File: src/rtl/fetch_prefetch_queue_pkg.sv
// Shared types for the fetch front end: depth, reset PC, queue entry.
// Entry layout: {instr, pc4}; FSM states BOOT/RUN.
package fetch_prefetch_queue_pkg;

  localparam int          FETCH_DEPTH    = 4;
  localparam int          FETCH_ADDR_W   = 32;
  localparam logic [31:0] FETCH_RESET_PC = 32'h0;

  typedef enum logic {
    BOOT,
    RUN
  } fetch_state_e;

  typedef struct packed {
    logic [31:0]             instr;
    logic [FETCH_ADDR_W-1:0] pc4;
  } fetch_entry_t;

endpackage

File: src/rtl/fetch_prefetch_queue_if.sv
// Fetch bundle: imem req/gnt/rvalid side plus IF/ID valid/ready side.
// master = fetch unit, slave = memory + decode environment.
interface fetch_prefetch_queue_if #(
  parameter int ADDR_W = 32
) ();

  logic              imem_req;
  logic [ADDR_W-1:0] imem_addr;
  logic              imem_gnt;
  logic              imem_rvalid;
  logic [31:0]       imem_rdata;
  logic              out_valid;
  logic [31:0]       out_instr;
  logic [ADDR_W-1:0] out_pc4;
  logic              out_ready;

  modport master (
    output imem_req, imem_addr,
    input  imem_gnt, imem_rvalid, imem_rdata,
    output out_valid, out_instr, out_pc4,
    input  out_ready
  );

  modport slave (
    input  imem_req, imem_addr,
    output imem_gnt, imem_rvalid, imem_rdata,
    input  out_valid, out_instr, out_pc4,
    output out_ready
  );

endinterface

File: src/rtl/fetch_prefetch_queue_fifo.sv
// In-order entry queue: flush, simultaneous push/pop, occupancy count.
// Ports: clk, rst_n, flush, push/din, pop/dout, count.
module fetch_prefetch_queue_fifo
  import fetch_prefetch_queue_pkg::*;
#(
  parameter int DEPTH = FETCH_DEPTH,
  localparam int PW = (DEPTH > 1) ? $clog2(DEPTH) : 1,
  localparam int CW = $clog2(DEPTH + 1)
) (
  input  logic         clk,
  input  logic         rst_n,
  input  logic         flush,
  input  logic         push,
  input  fetch_entry_t din,
  input  logic         pop,
  output fetch_entry_t dout,
  output logic [CW-1:0] count
);

  fetch_entry_t  mem [DEPTH];
  logic [PW-1:0] wr_ptr;
  logic [PW-1:0] rd_ptr;

  function automatic logic [PW-1:0] nxt(
    input logic [PW-1:0] p
  );
    return (p == PW'(DEPTH - 1)) ? '0 : p + 1'b1;
  endfunction

  always_ff @(posedge clk) begin
    if (push && !flush)
      mem[wr_ptr] <= din;
  end

  always_ff @(posedge clk or negedge rst_n) begin
    if (!rst_n) begin
      wr_ptr <= '0;
      rd_ptr <= '0;
      count  <= '0;
    end else if (flush) begin
      wr_ptr <= '0;
      rd_ptr <= '0;
      count  <= '0;
    end else begin
      if (push) wr_ptr <= nxt(wr_ptr);
      if (pop)  rd_ptr <= nxt(rd_ptr);
      unique case (1'b1)
        push && !pop: count <= count + 1'b1;
        pop && !push: count <= count - 1'b1;
        default:      count <= count;
      endcase
    end
  end

  assign dout = mem[rd_ptr];

endmodule

File: src/rtl/fetch_prefetch_queue.sv
// Fetch front end: credit-gated sequential fetch, in-order queue, redirect flush.
// Ports: clk, rst_n, redirect, redirect_pc, bus (imem + IF/ID handshake, master).
module fetch_prefetch_queue
  import fetch_prefetch_queue_pkg::*;
#(
  parameter int DEPTH  = FETCH_DEPTH,
  parameter int ADDR_W = FETCH_ADDR_W,
  parameter logic [ADDR_W-1:0] RESET_PC = FETCH_RESET_PC,
  localparam int CW = $clog2(DEPTH + 1)
) (
  input logic                 clk,
  input logic                 rst_n,
  input logic                 redirect,
  input logic [ADDR_W-1:0]    redirect_pc,
  fetch_prefetch_queue_if.master bus
);

  fetch_state_e      state;
  logic [ADDR_W-1:0] fetch_pc;
  logic [ADDR_W-1:0] resp_pc;
  logic [ADDR_W-1:0] rpc_al;
  logic [CW-1:0]     count;
  logic [CW-1:0]     outstanding;
  logic [CW-1:0]     drop_cnt;
  logic [CW:0]       credit;
  logic              issue;
  logic              fire;
  logic              push;
  logic              pop;
  logic              rsp_drop;
  fetch_entry_t      din;
  fetch_entry_t      head;

  assign credit = {1'b0, count} + {1'b0, outstanding};
  assign issue  = (state == RUN) && !redirect
                  && (credit < (CW+1)'(DEPTH));
  assign fire   = issue && bus.imem_gnt;

  // Every response is either dropped (stale) or kept.
  assign rsp_drop = bus.imem_rvalid && (drop_cnt != '0);
  assign push     = bus.imem_rvalid && (drop_cnt == '0)
                    && !redirect;
  assign pop      = bus.out_valid && bus.out_ready
                    && !redirect;

  assign rpc_al    = redirect_pc & ~ADDR_W'(3);
  assign din.instr = bus.imem_rdata;
  assign din.pc4   = resp_pc + ADDR_W'(4);

  fetch_prefetch_queue_fifo #(
    .DEPTH (DEPTH)
  ) u_fifo (
    .clk   (clk),
    .rst_n (rst_n),
    .flush (redirect),
    .push  (push),
    .din   (din),
    .pop   (pop),
    .dout  (head),
    .count (count)
  );

  assign bus.imem_req  = issue;
  assign bus.imem_addr = fetch_pc;
  assign bus.out_valid = (count != '0);
  assign bus.out_instr = bus.out_valid ? head.instr : '0;
  assign bus.out_pc4   = bus.out_valid ? head.pc4 : '0;

  always_ff @(posedge clk or negedge rst_n) begin
    if (!rst_n) begin
      state       <= BOOT;
      fetch_pc    <= RESET_PC;
      resp_pc     <= RESET_PC;
      outstanding <= '0;
      drop_cnt    <= '0;
    end else begin
      state <= RUN;
      unique case (1'b1)
        fire && !bus.imem_rvalid:
          outstanding <= outstanding + 1'b1;
        !fire && bus.imem_rvalid:
          outstanding <= outstanding - 1'b1;
        default:
          outstanding <= outstanding;
      endcase
      if (redirect) begin
        fetch_pc <= rpc_al;
        resp_pc  <= rpc_al;
        // No issue this cycle, so this is every response still due.
        drop_cnt <= outstanding - CW'(bus.imem_rvalid);
      end else begin
        if (fire)     fetch_pc <= fetch_pc + ADDR_W'(4);
        if (push)     resp_pc  <= resp_pc + ADDR_W'(4);
        if (rsp_drop) drop_cnt <= drop_cnt - 1'b1;
      end
    end
  end

endmodule

File: src/flat_wrapper.sv
// flat-port wrapper written by rule: the top's interface ports become plain ports
module fetch_prefetch_queue_flat import fetch_prefetch_queue_pkg::*;
#(
  parameter int DEPTH  = FETCH_DEPTH,
  parameter int ADDR_W = FETCH_ADDR_W,
  parameter logic [ADDR_W-1:0] RESET_PC = FETCH_RESET_PC,
  localparam int CW = $clog2(DEPTH + 1)
)
  (clk, rst_n, redirect, redirect_pc, bus_imem_req, bus_imem_addr, bus_imem_gnt, bus_imem_rvalid, bus_imem_rdata, bus_out_valid, bus_out_instr, bus_out_pc4, bus_out_ready);
  fetch_prefetch_queue_if #(.ADDR_W(ADDR_W)) bus_i ();
  input logic clk;
  input logic rst_n;
  input logic redirect;
  input logic [ADDR_W-1:0] redirect_pc;
  output wire logic [$bits(bus_i.imem_req)-1:0] bus_imem_req;
  output wire logic [$bits(bus_i.imem_addr)-1:0] bus_imem_addr;
  input wire logic [$bits(bus_i.imem_gnt)-1:0] bus_imem_gnt;
  input wire logic [$bits(bus_i.imem_rvalid)-1:0] bus_imem_rvalid;
  input wire logic [$bits(bus_i.imem_rdata)-1:0] bus_imem_rdata;
  output wire logic [$bits(bus_i.out_valid)-1:0] bus_out_valid;
  output wire logic [$bits(bus_i.out_instr)-1:0] bus_out_instr;
  output wire logic [$bits(bus_i.out_pc4)-1:0] bus_out_pc4;
  input wire logic [$bits(bus_i.out_ready)-1:0] bus_out_ready;
  assign bus_imem_req = bus_i.imem_req;
  assign bus_imem_addr = bus_i.imem_addr;
  assign bus_i.imem_gnt = bus_imem_gnt;
  assign bus_i.imem_rvalid = bus_imem_rvalid;
  assign bus_i.imem_rdata = bus_imem_rdata;
  assign bus_out_valid = bus_i.out_valid;
  assign bus_out_instr = bus_i.out_instr;
  assign bus_out_pc4 = bus_i.out_pc4;
  assign bus_i.out_ready = bus_out_ready;
  fetch_prefetch_queue #(.DEPTH(DEPTH), .ADDR_W(ADDR_W), .RESET_PC(RESET_PC)) u_core (.clk(clk), .rst_n(rst_n), .redirect(redirect), .redirect_pc(redirect_pc), .bus(bus_i));
endmodule
File: config.mk
export PLATFORM = sky130hd
export DESIGN_NAME = fetch_prefetch_queue_flat
export DESIGN_NICKNAME = d
export VERILOG_FILES = /design/src/rtl/fetch_prefetch_queue_pkg.sv /design/src/rtl/fetch_prefetch_queue_if.sv /design/src/rtl/fetch_prefetch_queue_fifo.sv /design/src/rtl/fetch_prefetch_queue.sv /design/src/flat_wrapper.sv
export SDC_FILE = /design/constraint.sdc
export NUM_CORES = 1
export LEC_CHECK = 0
export CORE_UTILIZATION = 62
export CTS_BUF_LIST = sky130_fd_sc_hd__clkbuf_2 sky130_fd_sc_hd__clkbuf_4 sky130_fd_sc_hd__clkbuf_8
export CTS_CLUSTER_DIAMETER = 120
export CTS_CLUSTER_SIZE = 25
export DETAILED_ROUTE_END_ITERATION = 16
export PLACE_DENSITY = 0.87
export SYNTH_ARGS = -nofsm -noshare
export SYNTH_HDL_FRONTEND = slang
export SYNTH_SLANG_ARGS = --single-unit
export TNS_END_PERCENT = 20
File: constraint.sdc
create_clock -name clk -period 6.1 [get_ports clk]
set_input_delay 1.83 -clock clk [delete_from_list [all_inputs] [get_ports clk]]
set_output_delay 1.83 -clock clk [all_outputs]
set_load 0.03 [all_outputs]
==> results.sh, run 1 <==
export IMPL_layout_common_cells="248 x edfxtp_1, 159 x clkdlybuf4s50_1, 72 x dfrtp_1, 64 x and2_1, 63 x nand2_1"
export IMPL_nets=1162
export IMPL_muxShareOfSynthArea_pct=10.5
export IMPL_ios=168
export IMPL_place_area_um2=16000
export IMPL_endpoint_kind="output port"
export IMPL_gp_congestion=0.867
export IMPL_die_w_um=153
export IMPL_synth_seq_area_share_pct=65.7
export IMPL_power_density_nw_per_um2=353
export IMPL_grt_pass1_vias=8157
export IMPL_track_usage_pct=24.3
export IMPL_viasPerCell=6.12
export IMPL_vias=8359
export IMPL_avgRoutedWirePerCell_um=20.5
export IMPL_grt_max_degree=67
export IMPL_synthAdderAreaFrac_pct=1.52
export IMPL_synth_async_sr_flop_share_pct=23.0
export IMPL_hold_path_class="register to register"
export IMPL_wl_met2_mm=13.7
export IMPL_final_cell_area_um2=16300
export IMPL_coreArea_um2=22100
export IMPL_worstPathRequired_ns=4.27
export IMPL_slew_violations=0
export IMPL_rows=54
export IMPL_cts_reportedPaths_clkPinSlew_ns=0.14
export IMPL_netlist_instances=935
export IMPL_yosysWarnings=0
export IMPL_wl_met3_mm=2.13
export IMPL_grt_ovfl_total=0
export IMPL_synth_top_family_by_area="simple AND/OR/NAND/NOR gates"
export IMPL_hold_start="u_core.outstanding[0]"
export IMPL_synth_compound_area_share_pct=3.59
export IMPL_routed_top_layer="met4"
export IMPL_grt_pass1_wl_mm=44.6
export IMPL_reg2reg_depth=11
export IMPL_slew_headroom_pct=30.2
export IMPL_syn_avg_cell_area_um2=15.1
export IMPL_firstDrtPassIters=5
export IMPL_synth_xor_area_share_pct=4.27
export IMPL_synth_edff_count=248
export IMPL_clock_latency_ns=0.54
export IMPL_met1_length_mm=11.8
export IMPL_syn_cell_area_um2=14200
export IMPL_cts_buffer_depth=3
export IMPL_finalSetupViolations=0
export IMPL_hold_path_depth=1
export IMPL_whs_ns=0.509
export IMPL_dp_hpwl_mm=18.8
export IMPL_drc=0
export IMPL_fmax_mhz=204
export IMPL_drive_gt1_share_pct=13.0
export IMPL_die_area_um2=23500
export IMPL_finClkSkew_ns=0.0164
export IMPL_clock_sinks=322
export IMPL_n_antenna_cell=0
export IMPL_syn2layout_area_growth_pct=15.1
export IMPL_drt_iter0_markers=664
export IMPL_initial_core_util_pct=64.1
export IMPL_cts_hold_buf=0
export IMPL_status="finished clean"
export IMPL_synthFlopType="edfxtp_1"
export IMPL_clockRootBuffer="clkbuf_8"
export IMPL_min_period_over_period_pct=80.5
export IMPL_rr_startpoint="u_core.u_fifo.count[1]"
export IMPL_synth_distinct_cells=53
export IMPL_criticalPathCategory="register to output port"
export IMPL_tns_ns=0
export IMPL_fillerInstances=1349
export IMPL_cts_buffers=16
export IMPL_p_leak_nw=5.54
export IMPL_cts_tree="done"
export IMPL_synthSimpleGateAreaFrac_pct=12.1
export IMPL_cap_violations=0
export IMPL_vdd_ir_drop_worst_mv=0.184
export IMPL_hold_path_end="u_core.outstanding[0]"
export IMPL_rsz0062_at_grt="false"
export IMPL_startpoint_type="register"
export IMPL_final_util_pct=73.8
export IMPL_min_period_ns=4.91
export IMPL_synth_seq_cells=322
export IMPL_ctsResizeCount=0
export IMPL_cp_arrival_ns=3.08
export IMPL_r2r_slack_ns=3.28
export IMPL_hold_viol_final=0
export IMPL_critPathMaxFanout=32
export IMPL_routed_wl_mm=28.0
export IMPL_die_y_um=153
export IMPL_layout_commonest_cell="edfxtp_1"
export IMPL_port_buffers=161
export IMPL_cts_setup_buffers=0
export IMPL_antenna_found_initial=0
export IMPL_worstMarginPinSlew_ns=1.05
export IMPL_final_antenna_net_count=0
export IMPL_cts_htree_levels=1
export IMPL_r2r_end="u_core.outstanding[2]"
[how the worst max path moves through the flow]
stage / startpoint / slack [ns] / cells after the start / to
after floorplan: redirect / 1.74 / 3 / bus_imem_req
after global placement: redirect / 1.30 / 4 / bus_imem_req
after detailed placement: redirect / 1.26 / 4 / bus_imem_req
after CTS: u_core.u_fifo.rd_ptr[1] / 1.15 / 4 / bus_out_pc4[27]
after global routing: u_core.u_fifo.rd_ptr[0] / 1.05 / 4 / bus_out_pc4[21]
final: u_core.u_fifo.rd_ptr[1] / 1.19 / 4 / bus_out_pc4[18]
[critical path, cell delays in order, from the launching register on]
cell             delay [ns]
dfrtp_2                0.93
buf_4                  0.43
mux4_2                 0.35
and2_1                 0.20
clkdlybuf4s50_1        0.61
[power breakdown]
part           switching, mW  internal, mW  total, mW
clock                  0.597         0.326      0.923
sequential             0.162          2.51       2.68
combinational           1.20         0.951       2.15
[layer usage]
metal	vias to the layer above	global-route usage [%]
li1	3782	-
met5	-	0
met2	354	39.2
met1	4195	35.8
met4	0	4.43
met3	28	4.00
[kinds of logic after synthesis]
family                     Yosys count
xor gates and xnor gates            69
other                                2
DFF                                322
adders and majority gates           16
and+or+nand+nor                    300
AOI/OAI and AO/OA                   85
buffers and inverters               70
muxes                               71
[sequential cells by signal, indices dropped and copies added (netlist names)]
register	count
u_core.bus.imem_addr	30
u_core.drop_cnt	3
u_core.outstanding	3
u_core.resp_pc	30
u_core.state	1
u_core.u_fifo.count	3
u_core.u_fifo.mem	248
u_core.u_fifo.rd_ptr	2
u_core.u_fifo.wr_ptr	2
[stage by stage]
stage                     std cells  setup WS (ns)  power [mW]
after floorplan                 938           1.74        4.09
after global placement         1338           1.30        4.83
after detailed placement       1338           1.26        4.89
after CTS                      1366           1.15        5.80
after global routing           1366           1.05        6.01
final                          1366           1.19        5.75
[layout make-up]
| class | count | area [um^2] | share of cell area (%) |
|---|---|---|---|
| inverters | 16 | 60.1 | 0.369 |
| multi-input cells | 546 | 4560 | 28.0 |
| well taps | 280 | 350 | 2.15 |
| clock buffers | 27 | 309 | 1.90 |
| repair buffers | 174 | 1710 | 10.5 |
| clock inverters | 1 | 5.00 | 0.0307 |
| flip-flops and latches | 322 | 9300 | 57.1 |
[cell usage after synthesis (15+ instances only)]
cell type	count	share of area (%)
and2_1	64	2.8
buf_2	18	0.64
clkbuf_1	24	0.64
dfrtp_1	74	13
edfxtp_1	248	53
mux4_2	62	9.9
nand2_1	63	1.7
nand3_1	41	1.4
nand4_1	24	1.1
nor2_1	38	1.0
o211ai_1	15	0.80
o21ai_0	20	0.71
o21ai_1	21	0.74
xnor2_1	36	2.2
xor2_1	33	2.0
No activity file was read; power rests on OpenSTA's default activity.
==> run 2, diff against run 1 <==
Settings changed: CORE_UTILIZATION 62 to 52, PLACE_DENSITY 0.87 to 0.78.
Clock period 6.1 ns to 4.4 ns, I/O delays scaled along.
==> results.sh, run 2 (same netlist as run 1, synthesis figures left out) <==
export IMPL_p_int_mw=5.29
export IMPL_drc=0
export IMPL_min_period_over_period_pct=91.9
export IMPL_nets=1166
export IMPL_rr_startpoint="u_core.resp_pc[10]"
export IMPL_hold_viol_final=0
export IMPL_clock_latency_ns=0.55
export IMPL_power_density_nw_per_um2=484
export IMPL_drive_gt1_share_pct=13.3
export IMPL_final_antenna_net_count=0
export IMPL_layout_common_cells="248 x edfxtp_1, 159 x clkdlybuf4s50_1, 72 x dfrtp_1, 64 x and2_1, 63 x nand2_1"
export IMPL_cts_setup_buffers=0
export IMPL_hold_path_depth=1
export IMPL_multi_input_area_um2=4560
export IMPL_die_area_um2=27900
export IMPL_r2r_end="u_core.u_fifo.mem[0][31]"
export IMPL_syn2layout_area_growth_pct=16.4
export IMPL_endpoint_kind="output port"
export IMPL_die_y_um=167
export IMPL_coreArea_um2=26800
export IMPL_dp_hpwl_mm=17.6
export IMPL_seqPwrFrac_pct=45.9
export IMPL_r2r_slack_ns=1.89
export IMPL_cts_hold_buf=0
export IMPL_drt_iter0_markers=571
export IMPL_p_leak_nw=5.58
export IMPL_hold_path_end="u_core.outstanding[2]"
export IMPL_cts_htree_levels=1
export IMPL_cts_buffer_depth=3
export IMPL_clock_sinks=322
export IMPL_p_sw_mw=2.69
export IMPL_ctsResizeCount=0
export IMPL_cts_buffers=16
export IMPL_viasPerCell=5.73
export IMPL_rows=60
export IMPL_ios=168
export IMPL_rsz0062_at_grt="false"
export IMPL_port_buffers=161
export IMPL_gp_congestion=0.845
export IMPL_min_period_ns=4.04
export IMPL_fillerInstances=1999
export IMPL_area_sequential_um2=9300
export IMPL_finalPower_mw=7.98
export IMPL_avgRoutedWirePerCell_um=19.2
export IMPL_grt_ovfl_total=0
export IMPL_worstPathRequired_ns=3.08
export IMPL_critPathMaxFanout=66
export IMPL_clockPowerShare_pct=16.1
export IMPL_clockRootBuffer="clkbuf_8"
export IMPL_routed_wl_mm=27.5
export IMPL_max_flop_register="u_core.u_fifo.mem"
export IMPL_fmax_mhz=247
export IMPL_largest_reg_flops=248
export IMPL_cts_reportedPaths_clkPinSlew_ns=0.15
export IMPL_grt_pass1_wl_mm=44.0
export IMPL_startpoint_type="register"
export IMPL_vias=8203
export IMPL_reg2reg_depth=4
export IMPL_status="finished clean"
export IMPL_finalSetupViolations=0
export IMPL_cap_violations=0
export IMPL_cts_tree="done"
export IMPL_tns_ns=0
export IMPL_cp_arrival_ns=2.72
export IMPL_hold_start="u_core.outstanding[2]"
export IMPL_antenna_found_initial=0
export IMPL_vdd_ir_drop_worst_mv=0.245
export IMPL_startpoint="u_core.u_fifo.count[0]"
export IMPL_layout_commonest_cell="edfxtp_1"
export IMPL_p_comb_share_pct=38.0
export IMPL_grt_pass1_vias=8183
export IMPL_track_usage_pct=20.0
export IMPL_finClkSkew_ns=0.0321
export IMPL_slew_violations=0
export IMPL_initial_core_util_pct=52.8
export IMPL_die_w_um=167
export IMPL_firstDrtPassIters=4
export IMPL_n_antenna_cell=0
export IMPL_slew_headroom_pct=31.1
export IMPL_swShare_pct=33.7
export IMPL_hold_path_class="register to register"
export IMPL_worstMarginPinSlew_ns=1.03
export IMPL_grt_max_degree=67
export IMPL_criticalPathCategory="register to output port"
## run 2: metal layers
metal	GRT usage [%]	wire length (um)
met4	3.42	311
met5	0	0
met3	2.90	1610
met1	28.6	12300
met2	33.2	13200
## run 2: worst max-delay path: stages, from the launching register on
cell and delay, ns:
dfrtp_1 0.47, or3_2 0.48, buf_4 0.31, and2_1 0.27, clkdlybuf4s50_1 0.60
## run 2: worst max-delay path by stage
stage	to	slack [ns]	depth (start not counted)
2_1_floorplan	u_core.u_fifo.mem[0][10]	0.55	4
3_3_place_gp	bus_imem_req	0.56	4
3_5_place_dp	bus_imem_req	0.55	4
4_1_cts	bus_out_instr[9]	0.31	4
5_1_grt	bus_out_pc4[20]	0.21	4
6_report	bus_out_pc4[20]	0.36	4
## run 2: layout make-up
cell class	count	area share (%)
sequential	322	56.4
inverter	16	0.364
multi-input combinational	546	27.6
tap	341	2.59
timing repair buffer	178	11.1
clock inverter	1	0.0304
clock buffer	27	1.87
## run 2: stage by stage
| stage | hold slack, ns | area (um^2) | std cells | utilization, % | setup WS (ns) |
|---|---|---|---|---|---|
| global route | 0.560 | 16500 | 1431 | 61.5 | 0.212 |
| global placement | 0.500 | 16200 | 1403 | 60.4 | 0.564 |
| CTS | 0.531 | 16500 | 1431 | 61.5 | 0.309 |
| floorplan | 0.468 | 14200 | 938 | - | 0.550 |
| detailed placement | 0.509 | 16200 | 1403 | 60.4 | 0.552 |
| finish | 0.525 | 16500 | 1431 | 61.5 | 0.357 |
## run 2: power by group through the flow
stage	registers [mW]	clock network, mW	logic, mW
after CTS	3.66	1.33	3.08
final	3.66	1.29	3.03
after detailed placement	3.73	0	3.08
after global routing	3.69	1.43	3.26
after global placement	3.72	0	3.05
after floorplan	3.74	0	1.92
